File: config.mk
export PLATFORM = sky130hd
export DESIGN_NAME = ex_div_flat
export DESIGN_NICKNAME = d
export VERILOG_FILES = /design/src/rtl/ex_div_pkg.sv /design/src/rtl/ex_div_if.sv /design/src/rtl/ex_div.sv /design/src/flat_wrapper.sv
export SDC_FILE = /design/constraint.sdc
export NUM_CORES = 1
export LEC_CHECK = 0
export CORE_MARGIN = 10
export CORE_UTILIZATION = 49
export CTS_CLUSTER_SIZE = 25
export DETAILED_ROUTE_END_ITERATION = 8
export PLACE_DENSITY = 0.69
export SLEW_MARGIN = 40
export SYNTH_ARGS = -nofsm -noshare
export SYNTH_HDL_FRONTEND = slang
export SYNTH_SLANG_ARGS = --single-unit
File: constraint.sdc
create_clock -name clk -period 4.4 [get_ports clk]
set_clock_uncertainty 0.1 [all_clocks]
set_input_delay 0.44 -clock clk [delete_from_list [all_inputs] [get_ports clk]]
set_output_delay 0.44 -clock clk [all_outputs]
set_load 0.01 [all_outputs]
File: src/rtl/ex_div_pkg.sv
// Shared widths, control encodings and helpers for the execute-stage divider.
// The DIV_EARLY_EXIT_EN build option is consumed by ex_div.sv.
package ex_div_pkg;

    localparam int RegBus       = 32;
    localparam int DoubleRegBus = 64;

    localparam logic RstEnable         = 1'b1;
    localparam logic DivResultReady    = 1'b1;
    localparam logic DivResultNotReady = 1'b0;
    localparam logic DivStart          = 1'b1;
    localparam logic DivStop           = 1'b0;

    localparam logic [7:0] EXE_DIV_OP  = 8'b0001_1010;
    localparam logic [7:0] EXE_DIVU_OP = 8'b0001_1011;

    typedef enum logic [1:0] {
        DivFree   = 2'b00,
        DivByZero = 2'b01,
        DivOn     = 2'b10,
        DivEnd    = 2'b11
    } div_state_t;

    // Magnitude of an operand; only signed operations treat bit 31 as a sign.
    function automatic logic [RegBus-1:0] div_mag(input logic [RegBus-1:0] v, input logic sgn);
        return (sgn && v[RegBus-1]) ? (~v + 1'b1) : v;
    endfunction

endpackage

File: src/rtl/ex_div_if.sv
// Request/result bundle between the execute stage (master) and the divider (slave).
interface ex_div_if;
    import ex_div_pkg::*;

    logic                    signed_div_i;
    logic [RegBus-1:0]       opdata1_i;
    logic [RegBus-1:0]       opdata2_i;
    logic                    start_i;
    logic                    annul_i;
    logic [DoubleRegBus-1:0] result_o;
    logic                    ready_o;

    modport master (
        output signed_div_i, opdata1_i, opdata2_i, start_i, annul_i,
        input  result_o, ready_o
    );

    modport slave (
        input  signed_div_i, opdata1_i, opdata2_i, start_i, annul_i,
        output result_o, ready_o
    );

endinterface

File: src/rtl/ex_div.sv
// Radix-2 restoring 32-bit DIV/DIVU, one quotient bit per cycle, signed fix-up at the end.
// Optional DIV_EARLY_EXIT_EN: finish in one edge when |divisor| > |dividend|.
module ex_div
    import ex_div_pkg::*;
(
    input  logic     clk,
    input  logic     rst_n,
    ex_div_if.slave  div
);

    div_state_t              r_state;
    logic [5:0]              r_cnt;
    logic [DoubleRegBus:0]   r_rem;
    logic [RegBus-1:0]       r_divisor;
    logic                    r_op1_neg;
    logic                    r_op2_neg;
    logic [DoubleRegBus-1:0] r_result;
    logic                    r_ready;

    logic [RegBus-1:0]       w_mag1;
    logic [RegBus-1:0]       w_mag2;
    logic [RegBus:0]         w_trial;
    logic                    w_ge;
    logic [DoubleRegBus:0]   w_next_rem;
    logic [RegBus-1:0]       w_quot;
    logic [RegBus-1:0]       w_remd;
    logic [RegBus-1:0]       w_quot_fix;
    logic [RegBus-1:0]       w_rem_fix;

    assign w_mag1 = div_mag(div.opdata1_i, div.signed_div_i);
    assign w_mag2 = div_mag(div.opdata2_i, div.signed_div_i);

    // Partial remainder stays below 2*divisor, so the 33-bit difference's MSB is a true borrow.
    assign w_trial    = r_rem[DoubleRegBus:RegBus] - {1'b0, r_divisor};
    assign w_ge       = ~w_trial[RegBus];
    assign w_next_rem = w_ge ? {w_trial[RegBus-1:0], r_rem[RegBus-1:0], 1'b1}
                             : {r_rem[DoubleRegBus-1:0], 1'b0};

    assign w_quot     = r_rem[RegBus-1:0];
    assign w_remd     = r_rem[DoubleRegBus:RegBus+1];
    assign w_quot_fix = (r_op1_neg ^ r_op2_neg) ? (~w_quot + 1'b1) : w_quot;
    assign w_rem_fix  = r_op1_neg ? (~w_remd + 1'b1) : w_remd;

    always_ff @(posedge clk) begin
        if (rst_n == RstEnable) begin
            r_state   <= DivFree;
            r_cnt     <= '0;
            r_rem     <= '0;
            r_divisor <= '0;
            r_op1_neg <= 1'b0;
            r_op2_neg <= 1'b0;
            r_result  <= '0;
            r_ready   <= DivResultNotReady;
        end else begin
            case (r_state)
                DivFree: begin
                    if (div.start_i == DivStart && !div.annul_i) begin
                        if (div.opdata2_i == '0) begin
                            r_state <= DivByZero;
`ifdef DIV_EARLY_EXIT_EN
                        end else if (w_mag2 > w_mag1) begin
                            r_state  <= DivEnd;
                            r_result <= {div.opdata1_i, {RegBus{1'b0}}};
                            r_ready  <= DivResultReady;
`endif
                        end else begin
                            r_state   <= DivOn;
                            r_cnt     <= '0;
                            r_rem     <= {{RegBus{1'b0}}, w_mag1, 1'b0};
                            r_divisor <= w_mag2;
                            r_op1_neg <= div.signed_div_i & div.opdata1_i[RegBus-1];
                            r_op2_neg <= div.signed_div_i & div.opdata2_i[RegBus-1];
                        end
                    end else begin
                        r_ready  <= DivResultNotReady;
                        r_result <= '0;
                    end
                end
                DivByZero: begin
                    r_result <= '0;
                    r_state  <= div.annul_i ? DivFree : DivEnd;
                end
                DivOn: begin
                    if (div.annul_i) begin
                        r_state  <= DivFree;
                        r_cnt    <= '0;
                        r_ready  <= DivResultNotReady;
                        r_result <= '0;
                    end else if (r_cnt != 6'd32) begin
                        r_rem <= w_next_rem;
                        r_cnt <= r_cnt + 6'd1;
                    end else begin
                        r_result <= {w_rem_fix, w_quot_fix};
                        r_ready  <= DivResultReady;
                        r_cnt    <= '0;
                        r_state  <= DivEnd;
                    end
                end
                DivEnd: begin
                    if (div.start_i == DivStop || div.annul_i) begin
                        r_state  <= DivFree;
                        r_ready  <= DivResultNotReady;
                        r_result <= '0;
                    end else begin
                        r_ready <= DivResultReady;
                    end
                end
                default: r_state <= DivFree;
            endcase
        end
    end

    assign div.result_o = r_result;
    assign div.ready_o  = r_ready;

endmodule
File: src/flat_wrapper.sv
// flat-port wrapper written by rule: the top's interface ports become plain ports
module ex_div_flat import ex_div_pkg::*;
  (clk, rst_n, div_signed_div_i, div_opdata1_i, div_opdata2_i, div_start_i, div_annul_i, div_result_o, div_ready_o);
  ex_div_if div_i ();
  input  logic clk;
  input  logic rst_n;
  input wire logic [$bits(div_i.signed_div_i)-1:0] div_signed_div_i;
  input wire logic [$bits(div_i.opdata1_i)-1:0] div_opdata1_i;
  input wire logic [$bits(div_i.opdata2_i)-1:0] div_opdata2_i;
  input wire logic [$bits(div_i.start_i)-1:0] div_start_i;
  input wire logic [$bits(div_i.annul_i)-1:0] div_annul_i;
  output wire logic [$bits(div_i.result_o)-1:0] div_result_o;
  output wire logic [$bits(div_i.ready_o)-1:0] div_ready_o;
  assign div_i.signed_div_i = div_signed_div_i;
  assign div_i.opdata1_i = div_opdata1_i;
  assign div_i.opdata2_i = div_opdata2_i;
  assign div_i.start_i = div_start_i;
  assign div_i.annul_i = div_annul_i;
  assign div_result_o = div_i.result_o;
  assign div_ready_o = div_i.ready_o;
  ex_div u_core (.clk(clk), .rst_n(rst_n), .div(div_i));
endmodule
==> out/results.txt <==
Post-CTS Hold Buffers -> 0
Worst R2R Setup Slack -> 0.74 ns
DRT Pass-1 Iters -> 6
Top cells by area, synth -> dfxtp_1 31%, xnor2_1 6.8%, nand2_1 6.5%, a21oi_1 5.1%, nor2_1 5.0%
Clk root buf -> clkbuf_16
Crit share post-route -> 0.833
Layout cells sized above 1 -> 0.0587
Drc violations -> 0
Gpl congestion -> 1.00
Synth cell types -> 73
Max VDD drop -> 0.256 mV
Max Clock Freq -> 0.273 GHz
CTS tree -> built
Seq cells post-synth -> 172
Die area -> 28800 um^2
Mean Syn Cell Area -> 7.54 um^2
Via count -> 10600
Worst Hold Depth -> 2
Gr usage total -> 0.216
Final Max Tran Viols -> 0
Initial antenna violation count -> 0
Core area -> 22000 um^2
Final setup viols -> 0
CTS Buffer Depth -> 2
R2R depth -> 13
Hold crit path type -> reg2reg
Number of buffers and inverters on the critical path -> 2
Post-synth top flop -> dfxtp_1
Total CTS buffers -> 17
RSZ-0062 raised after global routing -> false
Area Growth Syn to Fin -> 20.0%
Most used cell, CP -> o21ai_1
DR iter-0 viols -> 816
Leak Pwr -> 4.99 nW
Final hold vios -> 0
Reg2reg end -> u_core.r_rem[35]
Slew headroom -> 0.560
Hpwl dp -> 24400 um
CP delay by family, top -> compound AO/OA/AOI/OAI gates
Pwr Total -> 6.03 mW
Clk_lat worst skew -> 0.43 ns
Max-Cap Viols -> 0
Fill cell count -> 2035
H-tree levels -> 4
Async set-reset flop share out of synthesis -> 0
Port bufs -> 133
Grt total ovfl -> 0
HP Start -> u_core.r_divisor[18]
Post-Synthesis Cells -> 1458
Post-CTS Resized -> 0
Post-route ant nets -> 0
Postcts setup bufs -> 0
Nets -> 1666
Area leader, netlist -> dfxtp_1
Vias in the first global route -> 9984
Peak per-stage delay on the critical path -> 0.45 ns
Synthesized net count -> 1570
CP Class -> reg2reg
Worst EP arrival -> 3.90 ns
Required @ worst endpoint -> 4.63 ns
Final min period -> 3.66 ns
Crit path depth -> 13
Clk sinks -> 172
Pre-CTS WS -> 0.531 ns
Most frequent cells in the layout -> 189 x nand2_1, 171 x dfxtp_1, 144 x nor2_1
Crit path max fanout -> 12
PD cells -> 457 nW/um^2
Initial Utilization -> 0.501
First-pass GRT wire length -> 51500 um
Die width -> 170 um
Worst-Margin Slew -> 0.643 ns
Worst r2r src -> u_core.r_rem[32]
Yosys warns -> 0
CP endpoint kind -> flop
Via density -> 5.75
Nature of the critical path startpoint -> flop
Status -> completed
Setup TNS -> 0 ns
Slowest-stage cell, CP -> o21ai_1
Cell Rows -> 54
Post-synth EDFFs -> 0
IO Pins -> 134
Pin count of the biggest net entering global routing -> 85
Clock-pin slew on the worst setup and hold paths -> 0.07 ns
Final WS setup -> 0.735 ns
Commonest non-fill, non-tap cell in the layout -> nand2_1
Hold Path End -> u_core.r_divisor[18]
Syn Std Cell Area -> 11000 um^2
Die Y -> 170 um
Post-synthesis sequential area ratio -> 0.313
Cell Chain, Critical Path -> inv_1 > ha_1 > fa_1 > nor2b_1 > o31ai_1 > a211o_1 > a31oi_1 > o21ai_1 > o21ai_1 > xor2_2 > buf_4 > nand3_1 > o311ai_1
Routed wire per std cell -> 17.1 um
Routed Wire Length -> 31600 um
Ant diodes -> 0
Yosys top cell area share -> 0.313
## cells in the mapped netlist, types with 8 or more instances
cell type and number:
nand2_1 190, dfxtp_1 172, nor2_1 146, a21oi_1 112, o21ai_0 93, xnor2_1 85
nand3_1 77, clkbuf_1 69, inv_1 63, xor2_1 59, ha_1 42, a211oi_1 39
a22oi_1 39, nor3_1 31, o31ai_1 30, a21o_1 14, or3_1 12, nand2b_1 11
nor4_1 11, and3_1 9, or4_1 9, buf_2 8, nand4_1 8, o41ai_1 8
## worst reg2reg max path: cells and delay by family (launching register included)
family / cells / cell delay, ns
AO/OA/AOI/OAI: 6 / 1.53
XOR/XNOR: 1 / 0.39
adder cells (fa/ha/maj): 2 / 0.61
buffers and inverters: 2 / 0.31
flip-flops: 1 / 0.32
AND/OR/NAND/NOR: 2 / 0.31
## kinds of logic after synthesis
logic type                 after synthesis  synth area share
adders and majority gates               43            0.0496
and+or+nand+nor                        547             0.233
buffers and inverters                  147            0.0511
xor gates and xnor gates               145             0.116
muxes                                    6           0.00558
DFF                                    172             0.313
AOI/OAI and AO/OA                      398             0.231
## power breakdown
| group | switching (mW) | leakage, nW | internal, mW |
|---|---|---|---|
| registers | 0.214 | 1.39 | 1.75 |
| logic | 1.64 | 3.32 | 0.980 |
| clock network | 0.701 | 0.276 | 0.746 |
## state kept, by name, summed over array words and instances, names as in the netlist
register / count
u_core.r_rem: 65
u_core.div.result_o: 64
u_core.r_cnt: 6
u_core.r_op2_neg: 1
u_core.div.ready_o: 1
u_core.r_state: 2
u_core.r_op1_neg: 1
u_core.r_divisor: 32
## per-stage QoR
step / hold slack [ns] / cell area (um^2) / util / instances
after global placement: 0.337 / 12600 / 0.573 / 1813
after CTS: 0.354 / 13200 / 0.600 / 1847
after global routing: 0.372 / 13200 / 0.601 / 1847
after detailed placement: 0.344 / 12600 / 0.575 / 1815
after floorplan: 0.332 / 11000 / - / 1458
final: 0.352 / 13200 / 0.601 / 1847
## worst max-delay path by stage
stage,startpoint,slack (ns),end
6_report,u_core.r_rem[32],0.74,u_core.r_rem[35]
5_1_grt,u_core.r_rem[39],0.51,u_core.r_rem[33]
3_3_place_gp,div_opdata2_i[15],0.62,u_core.r_rem[22]
4_1_cts,u_core.r_rem[32],0.74,u_core.r_rem[35]
2_1_floorplan,u_core.r_rem[47],1.30,u_core.r_rem[62]
3_5_place_dp,div_opdata2_i[15],0.53,u_core.r_rem[19]
## layer usage
metal	track usage	vias to the layer above	wire length, um
met5	0	-	0
met4	0.0744	0	715
met3	0.0426	45	2020
met1	0.277	4889	14400
li1	-	5337	-
met2	0.353	358	14500
## final cells by class
class / count / area (um^2) / area share
inverter: 63 / 236 / 0.0179
timing repair buffer: 161 / 1570 / 0.119
clock buffer: 17 / 425 / 0.0323
tap: 280 / 350 / 0.0266
sequential: 172 / 3440 / 0.261
clock inverter: 15 / 129 / 0.00977
multi-input combinational: 1139 / 7040 / 0.534
Power figures use the tool's default switching activity.
